===== config.mk =====
export PLATFORM = sky130hd
export DESIGN_NAME = seq_magnitude_comparator
export DESIGN_NICKNAME = d
export VERILOG_FILES = /design/src/rtl/cmp_pkg.sv /design/src/rtl/seq_magnitude_comparator_slice.sv /design/src/rtl/seq_magnitude_comparator.sv
export SDC_FILE = /design/constraint.sdc
export NUM_CORES = 1
export LEC_CHECK = 0
export ABC_AREA = 1
export CELL_PAD_IN_SITES_DETAIL_PLACEMENT = 1
export CELL_PAD_IN_SITES_GLOBAL_PLACEMENT = 1
export CORE_UTILIZATION = 35
export DETAILED_ROUTE_END_ITERATION = 12
export DONT_BUFFER_PORTS = 1
export GPL_TIMING_DRIVEN = 0
export PLACE_DENSITY = 0.71
export SKIP_CTS_REPAIR_TIMING = 1
export SLEW_MARGIN = 0
export SYNTH_ARGS = -nofsm -noshare
export SYNTH_HDL_FRONTEND = slang
export SYNTH_SLANG_ARGS = --single-unit
export TNS_END_PERCENT = 10

===== constraint.sdc =====
create_clock -name clk -period 3.8 [get_ports clk]
set_input_delay 0.76 -clock clk [delete_from_list [all_inputs] [get_ports clk]]
set_output_delay 0.76 -clock clk [all_outputs]
set_load 0.05 [all_outputs]

===== src/rtl/cmp_pkg.sv =====
// Shared types for the sequential magnitude comparator.
// FSM states and per-slice compare outcomes.
package cmp_pkg;

  typedef enum logic [1:0] {
    IDLE,
    COMPARE,
    DONE
  } state_t;

  typedef enum logic [1:0] {
    SL_EQ,
    SL_GT,
    SL_LT
  } slice_res_t;

endpackage


===== src/rtl/seq_magnitude_comparator_slice.sv =====
// Combinational CHUNK-bit slice compare.
// Optional MSB flip turns a two's-complement top slice into offset binary.
module slice_compare
  import cmp_pkg::*;
#(
  parameter int CHUNK = 4
) (
  input  logic [CHUNK-1:0] a_sl,
  input  logic [CHUNK-1:0] b_sl,
  input  logic             flip_msb,
  output slice_res_t       res
);

  logic [CHUNK-1:0] flip;
  logic [CHUNK-1:0] a_x;
  logic [CHUNK-1:0] b_x;

  always_comb begin
    flip = '0;
    flip[CHUNK-1] = flip_msb;
    a_x = a_sl ^ flip;
    b_x = b_sl ^ flip;
    res = SL_EQ;
    if (a_x > b_x) begin
      res = SL_GT;
    end else if (a_x < b_x) begin
      res = SL_LT;
    end
  end

endmodule


===== src/rtl/seq_magnitude_comparator.sv =====
// Sequential magnitude comparator: one CHUNK slice per cycle, MSB first,
// stops at the first unequal slice.
module seq_magnitude_comparator
  import cmp_pkg::*;
#(
  parameter int WIDTH = 16,
  parameter int CHUNK = 4
) (
  input  logic clk,
  input  logic rst_n,
  input  logic in_valid,
  output logic in_ready,
  input  logic [WIDTH-1:0] A,
  input  logic [WIDTH-1:0] B,
  input  logic signed_mode,
  output logic out_valid,
  input  logic out_ready,
  output logic A_gt_B,
  output logic A_eq_B,
  output logic A_lt_B,
  output logic [$clog2(WIDTH/CHUNK+1)-1:0] slices_used
);

  localparam int NSLICE = WIDTH / CHUNK;
  localparam int IDXW = (NSLICE > 1) ? $clog2(NSLICE) : 1;
  localparam int UW = $clog2(NSLICE + 1);
  localparam logic [IDXW-1:0] TOP_IDX = IDXW'(NSLICE - 1);

  generate
    if (CHUNK < 1 || (WIDTH % CHUNK) != 0) begin : g_bad_cfg
      $error("WIDTH must be a multiple of CHUNK");
    end
  endgenerate

  state_t state_q;
  state_t state_d;

  logic [WIDTH-1:0] a_q;
  logic [WIDTH-1:0] b_q;
  logic             sm_q;
  logic [IDXW-1:0]  idx_q;
  logic [UW-1:0]    used_q;
  slice_res_t       res_q;

  logic [CHUNK-1:0] a_sl;
  logic [CHUNK-1:0] b_sl;
  logic             flip_msb;
  slice_res_t       sl_res;

  assign a_sl = a_q[idx_q*CHUNK +: CHUNK];
  assign b_sl = b_q[idx_q*CHUNK +: CHUNK];
  assign flip_msb = sm_q && (idx_q == TOP_IDX);

  slice_compare #(
    .CHUNK(CHUNK)
  ) u_slice (
    .a_sl    (a_sl),
    .b_sl    (b_sl),
    .flip_msb(flip_msb),
    .res     (sl_res)
  );

  always_ff @(posedge clk) begin
    if (!rst_n) begin
      state_q <= IDLE;
    end else begin
      state_q <= state_d;
    end
  end

  always_comb begin
    state_d = state_q;
    unique case (state_q)
      IDLE: begin
        if (in_valid) state_d = COMPARE;
      end
      COMPARE: begin
        if (sl_res != SL_EQ || idx_q == '0) begin
          state_d = DONE;
        end
      end
      DONE: begin
        if (out_ready) state_d = IDLE;
      end
      default: state_d = IDLE;
    endcase
  end

  // Operands and slice index carry no reset; outputs are gated by state.
  always_ff @(posedge clk) begin
    if (state_q == IDLE && in_valid) begin
      a_q   <= A;
      b_q   <= B;
      sm_q  <= signed_mode;
      idx_q <= TOP_IDX;
    end else if (state_q == COMPARE) begin
      idx_q <= idx_q - IDXW'(1);
    end
  end

  always_ff @(posedge clk) begin
    if (!rst_n) begin
      used_q <= '0;
      res_q  <= SL_EQ;
    end else if (state_q == IDLE && in_valid) begin
      used_q <= '0;
      res_q  <= SL_EQ;
    end else if (state_q == COMPARE) begin
      used_q <= used_q + UW'(1);
      res_q  <= sl_res;
    end
  end

  assign in_ready    = (state_q == IDLE);
  assign out_valid   = (state_q == DONE);
  assign A_gt_B      = out_valid && (res_q == SL_GT);
  assign A_lt_B      = out_valid && (res_q == SL_LT);
  assign A_eq_B      = out_valid && (res_q == SL_EQ);
  assign slices_used = used_q;

endmodule


==> results_dict.tcl <==
set metrics [dict create \
    antenna_found_initial 0 \
    peakVddDrop_uv 306 \
    crit_chain "inv_1 -> nor2_2 -> inv_1 -> nor3_1" \
    drt-initial-drc-count 41 \
    drv_cap 0 \
    end_kind "output port" \
    dieArea_mm2 0.00542 \
    synth_mux_area_share_pct 0 \
    syn2layout_area_growth_pct 9.75 \
    clockBufferDepth 2 \
    leakagePower_nw 0.752 \
    die_y_um 73.7 \
    crit_path_start "state_q[1]$_SDFFE_PN0P_" \
    synth_simple_gate_area_share_pct 14.8 \
    root_buffer "clkbuf_8" \
    yosysSeqAreaShare_pct 65.2 \
    num_antenna_cells 0 \
    grt_max_degree 36 \
    start_kind "register" \
    synth_fp_nets 209 \
    yosys.area.top_type "edfxtp_1" \
    clock_sinks 42 \
    synth_compound_area_share_pct 8.08 \
    crit_family "simple AND/OR/NAND/NOR gates" \
    path_class "reg -> out" \
    power.density_mw_per_mm2 668 \
    cts_tree "built" \
    fp.dieW_um 73.7 \
    drtAntennaViolNets 0 \
    multi_input_area_um2 534 \
    final_common_cell "nand2_1" \
    first_global_vias 1239 \
    setup_ws_ns 0.563 \
    ys_warn_count 0 \
    ys_types 21 \
    rsz0062_at_grt "no" \
    period_needed_ns 3.24 \
    drive_above_1_share_pct 9.83 \
    synth_top_area_share_pct 55.2 \
    first_pass_iters 4 \
    seqCellArea_mm2 0.00117 \
    fillCellCount 551 \
    clock_skew_ns 0.00701 \
    synthXorXnorAreaFrac_pct 1.46 \
    grt-ovfl-total 0 \
    worstMarginPinSlew_ns 1.43 \
    worst_r2r_path_depth 6 \
    wl_per_cell_um 14.6 \
    io_pins 45 \
    totalWireLength_um 3500 \
    fin_tns_setup_ns 0 \
    htree_levels 2 \
    synth_top_family_by_area "simple AND/OR/NAND/NOR gates" \
    outcome "complete, no violations" \
    layout_common_cells "nand2_1, edfxtp_1, inv_1" \
    drv_slew 0 \
    grt_usage_pct 14.7 \
    setup_viol 0 \
    io_buffers 0 \
    worst_slew_margin_rel_pct 3.95 \
    holdPathStages 2 \
    place_congestion 0.767 \
    cp.required_ns 3.04 \
    preCtsSetupSlack_ns 0.841 \
    worstHoldStart "res_q[0]$_SDFFE_PP0N_" \
    power.total_w 0.00132 \
    synth.area.top_cells "edfxtp_1, dfxtp_1, nand2_1" \
    synth_fa_ha_area_share_pct 4.87 \
    clk_latency_ns 0.29 \
    r2r_start "state_q[1]$_SDFFE_PN0P_" \
    cts-buffers-inserted 5 \
    ys_ff_latch 42 \
    vias 1188 \
    dp_hpwl_um 2580 \
    cp.depth 4 \
    synthCells 165 \
    hp-class "reg -> reg" \
    cp_max_fo 3 \
    final_hold_viol_count 0 \
    synth.avg_cell_area_um2 10.9 \
    crit_path_top_delay_cell "nor3_1" \
    core_area_mm2 0.00482 \
    rows 25 \
    nets 216 \
    cp_common_cell "inv_1" \
    clk_pin_slew_worst_paths_ns 0.08 \
    fmaxAchievable_mhz 309 \
    critPathArrivalTime_ns 2.48 \
    max_stage_delay_ns 1.12 \
    fin_crit_sh_pct 85.2 \
    path_buf_inv 2 \
    drc 0 \
    start_util_pct 37.3 \
    grt_pass1_wl_um 5760 \
    via_per_inst 4.95 \
    synth_area_mm2 0.00180 \
]
flip-flops by register name, indices dropped and copies added, names as in the netlist:
register and flops:
sm_q 1, a_q 16, state_q 2, res_q 2
slices_used 3, idx_q 2, b_q 16
report_power, final:
group	internal, W	total, W	switching [W]
Clock	0.000126	0.000270	0.000143
Combinational	0.000158	0.000448	0.000290
Sequential	0.000562	0.000600	0.0000384
Total	0.000846	0.00132	0.000472
cell type report:
type,count,share of cell area [%]
multi-input cells,99,27.1
plain buffers,5,1.52
well taps,67,4.25
flip-flops and latches,42,59.4
inverters,19,3.62
clock inverters,2,0.444
clock buffers,6,3.68
worst reg2reg max path, cell delays in order, from the launching register on:
cell	delay (ns)
dfxtp_1	0.33
nor2_1	0.80
inv_2	0.17
nor2_4	0.75
nor2_1	0.19
inv_1	0.15
a21oi_1	0.05
cell usage after synthesis:
library cell and count:
nand2_1 38, edfxtp_1 33, inv_1 17, nor2_1 13
a21oi_1 9, dfxtp_1 9, nand3_1 9, ha_1 7
o21ai_0 7, a32o_1 3, buf_2 3, o22ai_1 3
buf_4 2, inv_2 2, nor2_2 2, nor3_1 2
xnor2_1 2, nand4_1 1, o211ai_1 1, o21ai_2 1
xor2_1 1
per-layer routing:
layer	vias up	routed length, µm	global-route usage [%]
met5	-	0	0
met4	0	59	5.77
met3	5	182	5.08
met2	35	1830	26.1
met1	577	1430	15.9
li1	571	-	-
per-stage QoR:
step                hold WS [ns]  cell area [µm²]  util, %  instances
floorplan                  0.469             1800        -        165
finish                     0.532             1970     40.9        240
CTS                        0.530             1970     40.8        240
detailed placement         0.519             1890     39.1        232
global route               0.543             1970     40.9        240
global placement           0.491             1880     39.0        232
cell families (layout without fill, tap and decap cells):
logic type	count (synthesis)	in the layout
AOI/OAI and AO/OA	24	24
xor gates and xnor gates	3	3
adders and majority gates	7	7
buffers and inverters	24	32
DFF	42	42
and+or+nand+nor	65	65
worst paths after layout:
| path | slack (ns) | endpoint |
|---|---|---|
| min | 0.53 | res_q[0]$_SDFFE_PP0N_ |
| max reg2reg | 1.27 | res_q[0]$_SDFFE_PP0N_ |
| min reg2reg | 0.53 | res_q[0]$_SDFFE_PP0N_ |
| max | 0.56 | A_lt_B |
(Power assumes the default switching activity.)
